--- src/rtl/mem_arbiter.sv ---
// Two-requester arbiter for a single-port synchronous memory: fetch and load/store
// share the port; data wins ties, but a streak limit guarantees fetch progress.
module mem_arbiter #(
  parameter int ADDR_W     = 8,
  parameter int DATA_W     = 8,
  parameter int MAX_STREAK = 4
) (
  input  logic              clk,
  input  logic              rst_n,
  input  logic              f_req,
  input  logic [ADDR_W-1:0] f_addr,
  output logic              f_ack,
  output logic [DATA_W-1:0] f_rdata,
  output logic              f_valid,
  input  logic              d_req,
  input  logic              d_we,
  input  logic [ADDR_W-1:0] d_addr,
  input  logic [DATA_W-1:0] d_wdata,
  output logic              d_ack,
  output logic [DATA_W-1:0] d_rdata,
  output logic              d_valid,
  output logic [ADDR_W-1:0] mem_addr,
  output logic [DATA_W-1:0] mem_wdata,
  output logic              mem_re,
  output logic              mem_we,
  input  logic [DATA_W-1:0] mem_rdata
);

  typedef enum logic [1:0] {IDLE, ACCESS, RESP} state_t;
  typedef enum logic {OWN_FETCH, OWN_DATA} owner_t;

  localparam logic [3:0] STREAK_MAX = 4'(MAX_STREAK);

  state_t      state, state_nxt;
  owner_t      owner, owner_nxt;
  logic        gnt_write, gnt_write_nxt;
  logic [3:0]  streak, streak_nxt;

  logic        decide, any_req, grant_data;

  logic              f_ack_nxt, d_ack_nxt, f_valid_nxt, d_valid_nxt;
  logic              mem_re_nxt, mem_we_nxt;
  logic [ADDR_W-1:0] mem_addr_nxt;
  logic [DATA_W-1:0] mem_wdata_nxt, f_rdata_nxt, d_rdata_nxt;

  // Requests are only looked at on edges leaving IDLE or RESP; ACCESS never samples.
  assign decide     = (state == IDLE) || (state == RESP);
  assign any_req    = f_req || d_req;
  assign grant_data = d_req && (!f_req || (streak != STREAK_MAX));

  // NOTE: sequential state uses non-blocking assignments so every register
  // samples pre-edge values regardless of process evaluation order.
  always_ff @(posedge clk or negedge rst_n) begin
    if (!rst_n) state <= IDLE;
    else        state <= state_nxt;
  end

  // NOTE: every variable gets a default at the top of the block, so no path
  // leaves it unassigned and no latch is inferred.
  always_comb begin
    state_nxt     = state;
    owner_nxt     = owner;
    gnt_write_nxt = gnt_write;
    streak_nxt    = streak;
    unique case (state)
      IDLE, RESP: state_nxt = any_req ? ACCESS : IDLE;
      ACCESS:     state_nxt = gnt_write ? IDLE : RESP;
      default:    state_nxt = IDLE;
    endcase
    if (decide) begin
      if (grant_data && f_req)
        streak_nxt = (streak == STREAK_MAX) ? streak : streak + 4'd1;
      else
        streak_nxt = 4'd0;
      if (any_req) begin
        owner_nxt     = grant_data ? OWN_DATA : OWN_FETCH;
        gnt_write_nxt = grant_data && d_we;
      end
    end
  end

  always_comb begin
    mem_addr_nxt  = mem_addr;
    mem_wdata_nxt = mem_wdata;
    mem_re_nxt    = 1'b0;
    mem_we_nxt    = 1'b0;
    f_ack_nxt     = 1'b0;
    d_ack_nxt     = 1'b0;
    f_valid_nxt   = 1'b0;
    d_valid_nxt   = 1'b0;
    f_rdata_nxt   = f_rdata;
    d_rdata_nxt   = d_rdata;
    // Read data arrives during RESP; only the owner's result register is touched.
    if (state == RESP) begin
      if (owner == OWN_DATA) begin
        d_rdata_nxt = mem_rdata;
        d_valid_nxt = 1'b1;
      end else begin
        f_rdata_nxt = mem_rdata;
        f_valid_nxt = 1'b1;
      end
    end
    if (decide && any_req) begin
      if (grant_data) begin
        mem_addr_nxt = d_addr;
        d_ack_nxt    = 1'b1;
        if (d_we) begin
          mem_we_nxt    = 1'b1;
          mem_wdata_nxt = d_wdata;
        end else begin
          mem_re_nxt = 1'b1;
        end
      end else begin
        mem_addr_nxt = f_addr;
        f_ack_nxt    = 1'b1;
        mem_re_nxt   = 1'b1;
      end
    end
  end

  always_ff @(posedge clk or negedge rst_n) begin
    if (!rst_n) begin
      owner     <= OWN_FETCH;
      gnt_write <= 1'b0;
      streak    <= 4'd0;
      f_ack     <= 1'b0;
      d_ack     <= 1'b0;
      f_valid   <= 1'b0;
      d_valid   <= 1'b0;
      f_rdata   <= '0;
      d_rdata   <= '0;
      mem_addr  <= '0;
      mem_wdata <= '0;
      mem_re    <= 1'b0;
      mem_we    <= 1'b0;
    end else begin
      owner     <= owner_nxt;
      gnt_write <= gnt_write_nxt;
      streak    <= streak_nxt;
      f_ack     <= f_ack_nxt;
      d_ack     <= d_ack_nxt;
      f_valid   <= f_valid_nxt;
      d_valid   <= d_valid_nxt;
      f_rdata   <= f_rdata_nxt;
      d_rdata   <= d_rdata_nxt;
      mem_addr  <= mem_addr_nxt;
      mem_wdata <= mem_wdata_nxt;
      mem_re    <= mem_re_nxt;
      mem_we    <= mem_we_nxt;
    end
  end

endmodule

--- config.mk ---
export PLATFORM = sky130hd
export DESIGN_NAME = mem_arbiter
export DESIGN_NICKNAME = d
export VERILOG_FILES = /design/src/rtl/mem_arbiter.sv
export SDC_FILE = /design/constraint.sdc
export NUM_CORES = 1
export LEC_CHECK = 0
export BUFFER_PORTS_ARGS = -buffer_cell sky130_fd_sc_hd__buf_2
export CORE_MARGIN = 4
export CORE_UTILIZATION = 49
export CTS_BUF_LIST = sky130_fd_sc_hd__clkbuf_8
export CTS_CLUSTER_DIAMETER = 60
export DETAILED_ROUTE_END_ITERATION = 7
export PLACE_DENSITY = 0.79
export SYNTH_ARGS = -nofsm -noshare
export SYNTH_HDL_FRONTEND = slang
export SYNTH_SLANG_ARGS = --single-unit
--- constraint.sdc ---
create_clock -name clk -period 1.9 [get_ports clk]
set_input_delay 0.285 -clock clk [delete_from_list [all_inputs] [get_ports clk]]
set_output_delay 0.285 -clock clk [all_outputs]
set_load 0.03 [all_outputs]
Word-level counts from Yosys, hierarchy flattened --
Cells that the tools add are included.
Operators by class: eq/ne operators 5, bitwise logic cells 1, reductions and logical operators 15, add/subtract/negate cells 1, multiplexer cells 20
Operator list (number):
- two-way mux 1 bit | 15
- two-way mux 4 bit | 2
- two-way mux 8 bit | 1
- AND reduction 2 bit | 4
- adder 4 x 1 -> 4 bit, second input constant | 1
- equality test 4 x 3 -> 1 bit, second input constant | 1
- logical AND 1 bit | 4
- inequality test 4 x 3 -> 1 bit, second input constant | 1
- one-hot mux 2 bit (2 select lines) | 1
- logical OR 1 bit | 3
- AND reduction 3 bit | 1
- equality test 2 x 1 -> 1 bit, second input constant | 1
- equality test 2 bit, second input constant | 1
- zero test 2 bit | 1
- two-way mux 2 bit | 1
- inequality test 2 bit, second input constant | 1
- OR reduction 2 bit | 1
- zero test 1 bit | 1
- inverter 1 bit | 1
Word-level totals: output and inout bits 38, bits in registers 46, input bits 37, word-level logic and storage cells 56

Longest topological paths before layout --
Gate-level depths: netlist of the first run.
depth after elaboration 6, gate-level depth with buffers 5, mapped depth without buffers 5

Worst setup path after synthesis of the first run --
OpenSTA, ideal clock, no wires.
kind reg2reg, start point register streak[0], end point register mem_wdata[0], path buffers 0, required time 1.775 ns, clock period less this slack 1.658 ns, cell stages (with the launch flop) 6, setup time 0.125 ns, path slack 0.242 ns, data arrival time 1.533 ns, cell sequence dfrtp_1 -> inv_1 -> ha_1 -> and4b_4 -> nor3_4 -> mux2_2
On the way: longest elaborated chain between the ends 4
Ends and longest elaborated chain:
- start: declaration | line 37 | logic [3:0] streak, streak_nxt;
- start signal: assignment | line 139 | streak <= streak_nxt;
- inequality test 4 x 3 -> 1 bit | line 49 | assign grant_data = d_req && (!f_req || (streak != STREAK_MAX));
- logical OR 1 bit | line 49
- logical AND 1 bit | line 49
- AND reduction 3 bit (no line)
- end signal: assignment | line 147 | mem_wdata <= mem_wdata_nxt;
- end: declaration | line 23 | output logic [DATA_W-1:0] mem_wdata,
No other way between the ends. A chain may end at the register's enable or synchronous reset.

Final worst setup path of the first run --
start point register streak[0], end point register mem_wdata[6]
The elaborated chain is that of the path after synthesis.

==> results of run 1 <==
-- layout by cell type, fill, tap and decap left out, types with 2 or more instances in the layout --
cell type                  instances
sky130_fd_sc_hd__buf_2            74
sky130_fd_sc_hd__dfrtp_1          46
sky130_fd_sc_hd__mux2_2           24
sky130_fd_sc_hd__and2_1            9
sky130_fd_sc_hd__a221o_1           8
sky130_fd_sc_hd__inv_1             6
sky130_fd_sc_hd__clkbuf_8          6
sky130_fd_sc_hd__buf_4             3
sky130_fd_sc_hd__nor3b_1           2
sky130_fd_sc_hd__nand2_1           2
sky130_fd_sc_hd__nor2b_1           2
sky130_fd_sc_hd__a21o_1            2
sky130_fd_sc_hd__nand3_1           2
sky130_fd_sc_hd__ha_1              2
-- worst max path at each step --
stage | endpoint | depth (start not counted)
after global routing | mem_wdata[6] | 5
after CTS | mem_wdata[6] | 5
after floorplan | mem_wdata[0] | 5
after global placement | mem_wdata[0] | 5
final | mem_wdata[6] | 5
after detailed placement | mem_wdata[6] | 5
-- critical path, delay by kind of cell, from the launching register on --
family	cells	cell delay, ps
simple gates	2	590
flops	1	400
mux	1	390
fa+ha+maj	1	210
buf+inv	1	80
-- layout make-up --
type	instances	share of cell area (%)
clock buffer	6	3.47
clock inverter	1	1.26
inverter	6	0.947
multi-input combinational	69	27.0
sequential	46	48.4
tap	46	2.42
timing repair buffer	77	16.5
-- cells by family (layout without fill, tap and decap cells) --
logic type	count (synthesis)	count (layout)	share of synthesized area [%]
mux	24	24	14.7
flops	46	46	62.8
compound gates	18	18	8.94
buf+inv	10	90	2.25
simple gates	25	25	9.96
fa+ha+maj	2	2	1.36
-- registers in the layout, summed over array words and instances (netlist names) --
name and count:
d_ack 1, d_rdata 8, d_valid 1, f_ack 1
f_rdata 8, f_valid 1, gnt_write 1, mem_addr 8
mem_re 1, mem_wdata 8, mem_we 1, owner 1
state 2, streak 4
-- routing by layer --
| metal | vias up | GRT usage, % | share of wire (%) |
|---|---|---|---|
| met5 | - | 0 | 0 |
| met4 | 0 | 4.56 | 1.4 |
| met3 | 6 | 4.20 | 4.5 |
| met2 | 34 | 29.4 | 54 |
| met1 | 630 | 19.4 | 40 |
| li1 | 611 | - | - |
-- metrics by stage --
step / hold WS (ps) / cell area [um2] / util, % / setup slack, ps
CTS: 85.7 / 2380 / 68.6 / 64.3
global route: 107 / 2380 / 68.6 / 12.4
global placement: 383 / 2270 / 65.3 / 176
floorplan: -10.6 / 1830 / - / 242
detailed placement: 397 / 2270 / 65.3 / 84.3
finish: 74.8 / 2380 / 68.6 / 108
-- where the power goes --
part           switching, uW  leakage (uW)  internal [uW]
Sequential               137      0.000565           1250
Clock                    296     0.0000573            421
Combinational            782      0.000567            434
==> impl.org, run 1 <==
** Status
- The flow ran to the end, and the final reports show no timing, DRC or antenna violations.

** Final layout
- The area growth from synthesis to layout is 29.7%.
- The repair_antennas step left the layout with diodes totalling 0.
- Summing all multi-input logic gate instances after layout gives 642 um2.
- Across the whole layout, storage elements account for 1150 um2.
- Number of nets in the layout :: 244
- Layout filler cell count :: 256
- Of the cells placed in the final design, the portion with a size suffix greater than 1 is 55.6%.
- The finished layout holds 251 standard cells, fillers aside.

** Synthesis
- The average instance in the mapped netlist occupies 14.7 um2.
- Top-count cell post-synth :: sky130_fd_sc_hd__dfrtp_1
- In the synthesized netlist the async set-or-reset flop fraction comes to 100%.
- The Yosys step of the flow raised 0 warnings.
- After synthesis the cells add up to 1830 um2.
- Ranking of synthesized cells by area :: sky130_fd_sc_hd__dfrtp_1, sky130_fd_sc_hd__mux2_2, sky130_fd_sc_hd__a221o_1
- Of the synthesized area, sequential elements account for 62.8%.
- Syn Inst Count :: 125
- Summed over all instances, the cell type with the most area after synthesis is sky130_fd_sc_hd__dfrtp_1.
- The number of different library cells used by synthesis comes to 29.
- In this run the biggest area consumer among cell types represents 62.8% of the synthesized area.
- The synthesized design contains 0 enable-type register cells.
- Counting instances in the post-synthesis netlist gives the leading cell types as sky130_fd_sc_hd__dfrtp_1, sky130_fd_sc_hd__mux2_2, sky130_fd_sc_hd__and2_1.
- Counting every net in the synthesized netlist gives 164.
- Number of synthesized register bits :: 46
- Prevailing post-synth register cell :: sky130_fd_sc_hd__dfrtp_1

** Setup path
- Chain of cells forming the critical path :: inv_1 -> ha_1 -> and4b_4 -> nor3_4 -> mux2_2
- The setup path with the least slack is of type flip-flop to flip-flop.
- RR Startpoint :: streak[0]
- The worst register-to-register path ends at mem_wdata[6].
- Worst path arrival time :: 1960 ps
- In this run the worst path has a maximum fanout of 10.
- Crit. Startpoint :: streak[0]
- Data on the critical path is required at its endpoint by 2070 ps.
- The largest individual stage delay along the critical path comes from the cell sky130_fd_sc_hd__dfrtp_1.
- The worst setup path is captured at a flip-flop.
- Highest cell delay on the worst timing path :: 400 ps
- Measured in cells, the most critical reg-to-reg path has a length of 5.
- Startpoint type of the worst setup path :: flip-flop
- Register-to-register setup slack :: 110 ps

** Floorplan
- 75 I/O pins were placed.
- Core area :: 3470 um2
- Die Ht :: 69.2 um
- Overall die area :: 4790 um2
- The die is 69.2 um wide.
- The floorplan has 21 rows.
- Initial core utilization :: 52.9%

** Timing
- The routed design could run at a clock period as short as 1790 ps.
- The total count of hold-check failures in the final report was 0.
- At the pin with the least slew margin, the transition time is 718 ps.
- Final cycle utilization of the critical path :: 94.3%
- Maximum operating frequency :: 0.558 GHz
- Total of endpoints with negative setup slack in the final report :: 0
- Relative slew slack :: 52.0%
- Worst setup skew after layout :: 6.37 ps
- For the final routed database, the setup TNS stands at 0 ps.
- Setup repair after global routing left no endpoint under its margin.
- The count of final max-slew check failures is 0.

** Drt
- Initial DRC count :: 68
- After detailed routing, the total wire length is 3.73 mm.
- The first detailed-routing pass ran for 4 iterations.
- Dividing the detail-routed via count by the number of cells gives 5.10.
- Final ANT Viol Nets :: 0
- Summing over every cut layer, the via total after detailed routing is 1281.
- Remaining routing DRC violations :: 0
- After detailed routing, the average wire length per cell comes to 14.8 um.

** Clock tree
- Clock slew seen by the registers of the worst setup and hold paths :: 80 ps
- Number of gates resized after CTS :: 0
- Counting the buffers created by CTS gives 5.
- After clock tree synthesis, the setup repair step added 0 buffers.
- In this run the number of H-tree levels came out at 2.
- Sinks on the clock net :: 46
- Clk_lat worst skew :: 290 ps
- No sink is reached through more buffers than the 2 on the longest clock path.
- TritonCTS clock tree :: yes
- The number of hold buffers added after CTS was 0.
- Library cell used as clock root buffer :: sky130_fd_sc_hd__clkbuf_8

** GRT
- Wire length of the first global-routing pass :: 6.42 mm
- Largest net degree at the start of global routing :: 47
- Number of antenna violations at the first check in global routing :: 0
- Congestion Overflow GR :: 0
- Global routing used 16.4% of the available tracks across all layers.
- The number of global-route vias before repair was 1383.

** Power and ir drop
- The design draws 3320 uW.
- The worst-case IR drop observed on VDD is 896 uV.
- Total power per unit cell area :: 1400 nW/um2
- Summed over all cells, the static leakage comes to 0.00119 uW.

** Run
- The tool flagged a number of max-cap violations equal to 0.

** Placement
- Count of input and output buffers :: 74
- The number of placed instances, taps included, is 244.
- After legalization and detailed placement, the total HPWL measured 2.87 mm.
- GP Congestion :: 0.721

** Worst hold path
- Worst min path class :: primary input to asynchronous set/reset pin
No activity file was read; power rests on OpenSTA's default activity.
==> run 2: changes to the inputs <==
--- a/config.mk
+++ b/config.mk
@@ -6,7 +6,6 @@
 export NUM_CORES = 1
 export LEC_CHECK = 0
 export BUFFER_PORTS_ARGS = -buffer_cell sky130_fd_sc_hd__buf_2
-export CORE_MARGIN = 4
 export CORE_UTILIZATION = 49
 export CTS_BUF_LIST = sky130_fd_sc_hd__clkbuf_8
 export CTS_CLUSTER_DIAMETER = 60
==> run 2 against run 1 <==
Flip-flop and latch count stayed put. Register-to-register slack better by 30 ps. Design area is 0.11% lower. Wire length is 1.6% lower. Critical path depth stayed put. Clock skew is 1.1 ps higher. Fmax is 1.4% higher.
==> impl.org, run 2 (synthesis results as in run 1) <==
** Setup path
- Register-to-register setup slack :: 130 ps
- Startpoint type of the worst setup path :: flip-flop
- In this run the worst path has a maximum fanout of 10.
- Counting both buffers and inverters, the worst setup path holds a total of 1.
- In this design, the largest share of critical-path delay is due to simple AND/OR/NAND/NOR gates.
- FF-to-FF path depth :: 5
- Required time worst endpoint :: 2080 ps
- RR Startpoint :: streak[0]
- Chain of cells forming the critical path :: inv_1 -> ha_1 -> and4b_4 -> nor3_4 -> mux2_2
- The critical path is of the flip-flop to flip-flop type.
- STA classifies the critical path endpoint as a flip-flop.
- Counting buffers and inverters, the worst setup path is 5 cells deep.
- The critical path starts at streak[0].
- Reg-to-reg critical path endpoint :: mem_wdata[5]
- Among all stages on the critical path, the largest delay is contributed by sky130_fd_sc_hd__dfrtp_1.
- The most critical setup path has its endpoint at mem_wdata[5].
- On the worst path, the slowest cell contributes a delay of 390 ps.
- For the worst setup path, the data arrival time is 1940 ps.

** Timing
- Setup repair after global routing left no endpoint under its margin.
- Worst hold slack after final layout :: 59.1 ps
- Post-Route Setup TNS :: 0 ps
- Hold Fails Final Rpt :: 0
- The worst path needs 1770 ps of the cycle, external delays included.
- Maximum operating frequency :: 0.566 GHz
- Final cycle utilization of the critical path :: 93.0%
- Total of endpoints with negative setup slack in the final report :: 0
- Worst setup skew after layout :: 7.43 ps
- Measured against its own limit, the worst slew margin works out to 50.4%.
- Measured slew at the worst slew-check pin :: 742 ps
- Pins over their slew limit :: 0

** Power and ir drop
- In this run the power spent charging and discharging nets is 1240 uW.
- Reported leakage power :: 0.00119 uW
- Combinational fraction of design power :: 36.7%
- Across the VDD grid, the largest voltage drop is 832 uV.
- Proportion of total power due to net switching :: 37.4%
- Of the total power, registers draw 42.3%.
- Internal power comes to 2070 uW.
- Clk network pwr share :: 21.0%
- For this design the ratio of total power to cell area is 1390 nW/um2.

** Clock tree
- Clk buf depth :: 2
- Clock-pin slew was measured on the worst setup and hold paths at 80 ps.
- In this run the number of H-tree levels came out at 2.
- TritonCTS clock tree :: yes
- At the later pin of the worst-skew pair, clock insertion delay measures 290 ps.
- Inserted Clock Buffers :: 5
- Clock tree synthesis found a total of 46 sinks.
- Library cell used as clock root buffer :: sky130_fd_sc_hd__clkbuf_8

** Drt
- Final ANT Viol Nets :: 0
- WL per Instance :: 14.5 um
- The routed design has 3.66 mm of wire.
- For this block, the initial DRC count from the detailed router was 34.
- Count of TritonRoute iterations in the first routing pass :: 4
- Detailed-route via count :: 1307
- Remaining routing DRC violations :: 0
- Via/cell ratio :: 5.19

** Placement
- Buffers placed on the I/O ports in this run total 74.
- Detail Placement HPWL :: 2.65 mm
- Cell area after placement :: 2270 um2
- The congestion estimate from routability-driven global placement came to 0.771.

** Final layout
- Sequential cell area :: 1150 um2
- Util after Layout :: 68.5%
- Most frequent standard cell in the layout excluding fill and tap cells :: sky130_fd_sc_hd__buf_2
- Number of nets in the layout :: 244
- Layout overhead on the synthesized area :: 29.5%
- Leaving out fill and tap cells, the most frequent cells in the layout are sky130_fd_sc_hd__buf_2, sky130_fd_sc_hd__dfrtp_1, sky130_fd_sc_hd__mux2_2.
- Counting the fill cells in the layout gives 280.
- Summing all multi-input logic gate instances after layout gives 642 um2.
- Antenna diode instance count :: 0
- Summed area of non-filler cells in the final layout :: 2380 um2
- Share of final-layout standard cells stronger than drive strength 1 :: 55.3%

** GRT
- Entering global routing, the biggest net connects 47 pins.
- For this run the aggregate overflow at the end of global routing stands at 0.
- Total Routing Usage GR :: 20.4%
- Number of antenna violations at the first check in global routing :: 0
- Wire length of the first global-routing pass :: 6.23 mm
- The number of global-route vias before repair was 1386.

** Floorplan
- Overall die area :: 3990 um2
- Initial core utilization :: 52.9%
- The die is 63.2 um tall.
- Die span in x :: 63.2 um
- Core area :: 3470 um2
- Top Ports :: 75
- Row generation in the floorplan step produced 21 rows.

** Status
- The run finished with clean final reports.

** Run
- Max-cap violations in this run came to 0.

** Worst hold path
- Worst min path class :: primary input to asynchronous set/reset pin
## run 2: how the worst min path moves through the flow
stage / to / slack, ps
finish: d_ack / 60
global route: d_rdata[7] / 110
CTS: d_rdata[7] / 80
detailed placement: d_ack / 400
global placement: f_ack / 380
floorplan: d_ack / -10
## run 2: routing by layer
metal / part of all wire, % / GRT usage [%]
met5: 0 / 0
met4: 1.5 / 8.24
met2: 54 / 36.3
met1: 40 / 23.8
met3: 4.7 / 4.53
## run 2: power groups by stage
| stage | logic [uW] | registers (uW) | clock network, uW |
|---|---|---|---|
| CTS | 1230 | 1400 | 709 |
| detailed placement | 1220 | 1410 | 0 |
| global placement | 1200 | 1390 | 0 |
| global route | 1290 | 1440 | 746 |
| finish | 1210 | 1400 | 696 |
| floorplan | 312 | 1920 | 0 |
## run 2: worst reg2reg max path, delay by kind of cell (launching register included)
family | cells | cell delay, ps
AND/OR/NAND/NOR | 2 | 590
buffers and inverters | 1 | 70
flip-flops | 1 | 390
multiplexers | 1 | 390
adder cells (fa/ha/maj) | 1 | 210
## run 2: metrics by stage
stage               setup slack [ps]  total power [uW]  instances
finish                           133              3310        252
global route                    9.58              3470        252
CTS                             84.5              3330        252
detailed placement              74.9              2640        244
global placement                 174              2590        244
floorplan                        242              2230        125
## run 2: repair_timing
item | in CTS | in global routing
buffers inserted | 0 | 0
gates resized for setup | 0 | 0
setup endpoints to repair | 0 | 8
hold buffers | 0 | 0
## run 2: area by class of cell
type                       instances  area share (%)
timing repair buffer              77            16.5
inverter                           6           0.948
sequential                        46            48.4
clock inverter                     3            1.74
clock buffer                       5            2.90
tap                               46            2.42
multi-input combinational         69            27.0
==> run 3: changes to the inputs <==
--- a/config.mk
+++ b/config.mk
@@ -6,11 +6,11 @@
 export NUM_CORES = 1
 export LEC_CHECK = 0
 export BUFFER_PORTS_ARGS = -buffer_cell sky130_fd_sc_hd__buf_2
-export CORE_UTILIZATION = 49
+export CORE_UTILIZATION = 45
 export CTS_BUF_LIST = sky130_fd_sc_hd__clkbuf_8
 export CTS_CLUSTER_DIAMETER = 60
 export DETAILED_ROUTE_END_ITERATION = 7
-export PLACE_DENSITY = 0.79
+export PLACE_DENSITY = 0.73
 export SYNTH_ARGS = -nofsm -noshare
 export SYNTH_HDL_FRONTEND = slang
 export SYNTH_SLANG_ARGS = --single-unit
==> run 3 against run 2 <==
The flow now finishes with violations (negative hold slack). Worst setup slack lost 20 ps. Combinational power barely moved. Via count is 1.7% higher. Register-to-register slack lost 20 ps. Fmax decreased by 1.1%. Sequential share of layout area grew 0.10 points. Flip-flop and latch count did not move. Worst hold slack worse by 61 ps. Clock power is 12% lower. Cell count up 1.2%. Clock-buffer cell count grew 1. Die area up 8.6%. Highest routed layer unchanged.
==> impl.org, run 3 (synthesis results as in run 1) <==
** Clock tree
- Inserted Clock Buffers :: 5
- The clock reaches the later pin of the worst-skew pair after 300 ps.
- Clk buf depth :: 2
- Hold buffers post-CTS :: 0
- Post-CTS timing repair inserted 0 buffers for setup.
- The number of gates resized after CTS was 0.
- The tree is rooted in a sky130_fd_sc_hd__clkbuf_8.
- In this run the number of H-tree levels came out at 2.
- TritonCTS clock tree :: yes
- The clock drives 46 sinks.
- Clock slew seen by the registers of the worst setup and hold paths :: 80 ps

** Drt
- In the final routed layout, each cell accounts on average for 14.8 um.
- Once detail routing completed, the nets flagged for antenna violations numbered 0.
- Remaining routing DRC violations :: 0
- Detailed-route via count :: 1329
- The first detailed-routing pass took 4 iterations.
- Dividing the detail-routed via count by the number of cells gives 5.21.
- Initial DRC count :: 42
- Routed wire length :: 3.78 mm

** Status
- The final reports fail on negative hold slack.
- The run finished, with violations left.

** Timing
- At the pin with the least slew margin, the transition time is 800 ps.
- Setup violations remaining at the end of the flow were counted as 0.
- Setup total negative slack on the finished layout was measured at 0 ps.
- For the final database, setup skew stands at 1.77 ps.
- Setup repair after global routing left no endpoint under its margin.
- The total count of hold-check failures in the final report came to 4.
- Pins over their slew limit :: 0
- Across all hold checks on the routed design, the worst slack comes to -2.25 ps.
- The routed design could run at a clock period as short as 1790 ps.
- Headroom to the max-slew limit came out at 46.5%.
- For this run, the top clock speed supported by timing is 0.560 GHz.
- Dividing the final minimum period by the clock period gives 94.0%.

** Setup path
- Master of the slowest instance on the critical path :: sky130_fd_sc_hd__mux2_2
- Reg-to-reg critical path endpoint :: mem_wdata[0]
- FF-to-FF path depth :: 5
- Data on the critical path is required at its endpoint by 2090 ps.
- Worst path arrival time :: 1970 ps
- RR Startpoint :: streak[0]
- Counting both buffers and inverters, the worst setup path holds a total of 1.
- On the worst path, the slowest cell contributes a delay of 400 ps.
- STA classifies the critical path startpoint as a flip-flop.
- Type of the worst setup path :: flip-flop to flip-flop
- The setup check on the worst reg-to-reg path leaves a slack of 110 ps.
- Traced cell by cell, the critical path runs through inv_1 -> ha_1 -> and4b_4 -> nor3_4 -> mux2_2.
- Family with the most delay on the worst path :: simple AND/OR/NAND/NOR gates
- Of all nets on the critical path, the largest fanout is 10.
- Kind of capture point of the worst setup path :: flip-flop

** GRT
- The initial antenna violation count was 0.
- Congestion Overflow GR :: 0
- The number of global-route vias before repair is 1414.
- Entering global routing, the biggest net connects 31 pins.
- Total Routing Usage GR :: 19.9%
- The first global-routing pass estimated 6.34 mm of wire.

** Final layout
- Cells fill 62.9% of the core in the end.
- Multi-input gate area :: 642 um2
- In the layout the commonest cells are sky130_fd_sc_hd__buf_2, sky130_fd_sc_hd__dfrtp_1, sky130_fd_sc_hd__mux2_2.
- The sequential cells in the finished layout cover a total of 1150 um2.
- Layout filler cell count :: 303
- Cells with a size suffix above 1 make up 56.0% of the layout.
- Antenna diode instance count :: 0
- Number of nets in the layout :: 245
- Layout overhead on the synthesized area :: 29.3%
- The library cell used most frequently in the layout, excluding fill and tap cells, is sky130_fd_sc_hd__buf_2.

** Placement
- During placement, the flow inserted port buffers numbering 74.
- GP Congestion :: 0.801
- Detail Placement HPWL :: 2.87 mm

** Power and ir drop
- The analysis attributes to cell leakage a power of 0.00118 uW.
- Total power per unit cell area :: 1360 nW/um2
- The worst-case IR drop observed on VDD is 902 uV.
- Pwr Total :: 3220 uW

** Run
- The tool flagged a number of max-cap violations equal to 0.

** Floorplan
- Top Ports :: 75
- In this run the core area contains 22 standard-cell rows.
- The die is 65.8 um tall.
- The die is 65.8 um wide.
- After floorplanning, the core was sized to cover 3770 um2.
- Initial core utilization :: 48.6%
- The die covers 4340 um2.

** Worst hold path
- Worst min path class :: primary input to asynchronous set/reset pin
-- run 3: changes by cell type in the layout (fill, tap and decap cells not counted) --
cell	previous run	this run
sky130_fd_sc_hd__clkinv_2	0	1
sky130_fd_sc_hd__clkbuf_8	5	6
sky130_fd_sc_hd__inv_1	7	6
sky130_fd_sc_hd__bufinv_16	1	0
sky130_fd_sc_hd__buf_4	3	4
-- run 3: where the power goes --
group	leakage, uW	internal (uW)	switching (uW)
clock	0.0000472	292	320
sequential	0.000565	1250	145
combinational	0.000572	436	780
-- run 3: how the worst max path moves through the flow --
| stage | start | endpoint | slack (ps) | cells past startpoint |
|---|---|---|---|---|
| global placement | streak[0] | mem_wdata[1] | 160 | 5 |
| detailed placement | streak[0] | mem_wdata[0] | 50 | 5 |
| CTS | streak[0] | mem_wdata[0] | 40 | 5 |
| finish | streak[0] | mem_wdata[0] | 110 | 5 |
| floorplan | streak[0] | mem_wdata[0] | 240 | 5 |
| global route | streak[0] | mem_wdata[2] | 10 | 5 |
-- run 3: final cells by class --
cell class / count / area share (%)
clock buffers: 6 / 3.48
clock inverters: 2 / 0.528
inverters: 6 / 0.950
multi-input cells: 69 / 27.1
flip-flops and latches: 46 / 48.5
well taps: 48 / 2.53
repair buffers: 78 / 16.9
-- run 3: through the flow --
| stage | instance area [um2] | setup slack [ps] | hold slack (ps) | cells |
|---|---|---|---|---|
| final | 2370 | 113 | -2.25 | 255 |
| after CTS | 2370 | 43.6 | 24.4 | 255 |
| after global routing | 2370 | 14.0 | 47.5 | 255 |
| after floorplan | 1830 | 242 | -10.6 | 125 |
| after global placement | 2280 | 162 | 329 | 247 |
| after detailed placement | 2280 | 49.0 | 345 | 247 |
-- run 3: worst reg2reg max path, cell delays in order, from the launching register on --
cell	delay, ps
sky130_fd_sc_hd__dfrtp_1	390
sky130_fd_sc_hd__inv_1	70
sky130_fd_sc_hd__ha_1	210
sky130_fd_sc_hd__and4b_4	230
sky130_fd_sc_hd__nor3_4	370
sky130_fd_sc_hd__mux2_2	400
-- run 3: metal layers --
layer	track usage, %	part of all wire [%]	vias up
met4	10.3	1.8	0
met1	23.1	39	667
met5	0	0	-
met2	34.1	53	42
met3	4.66	5.5	8
li1	-	-	612
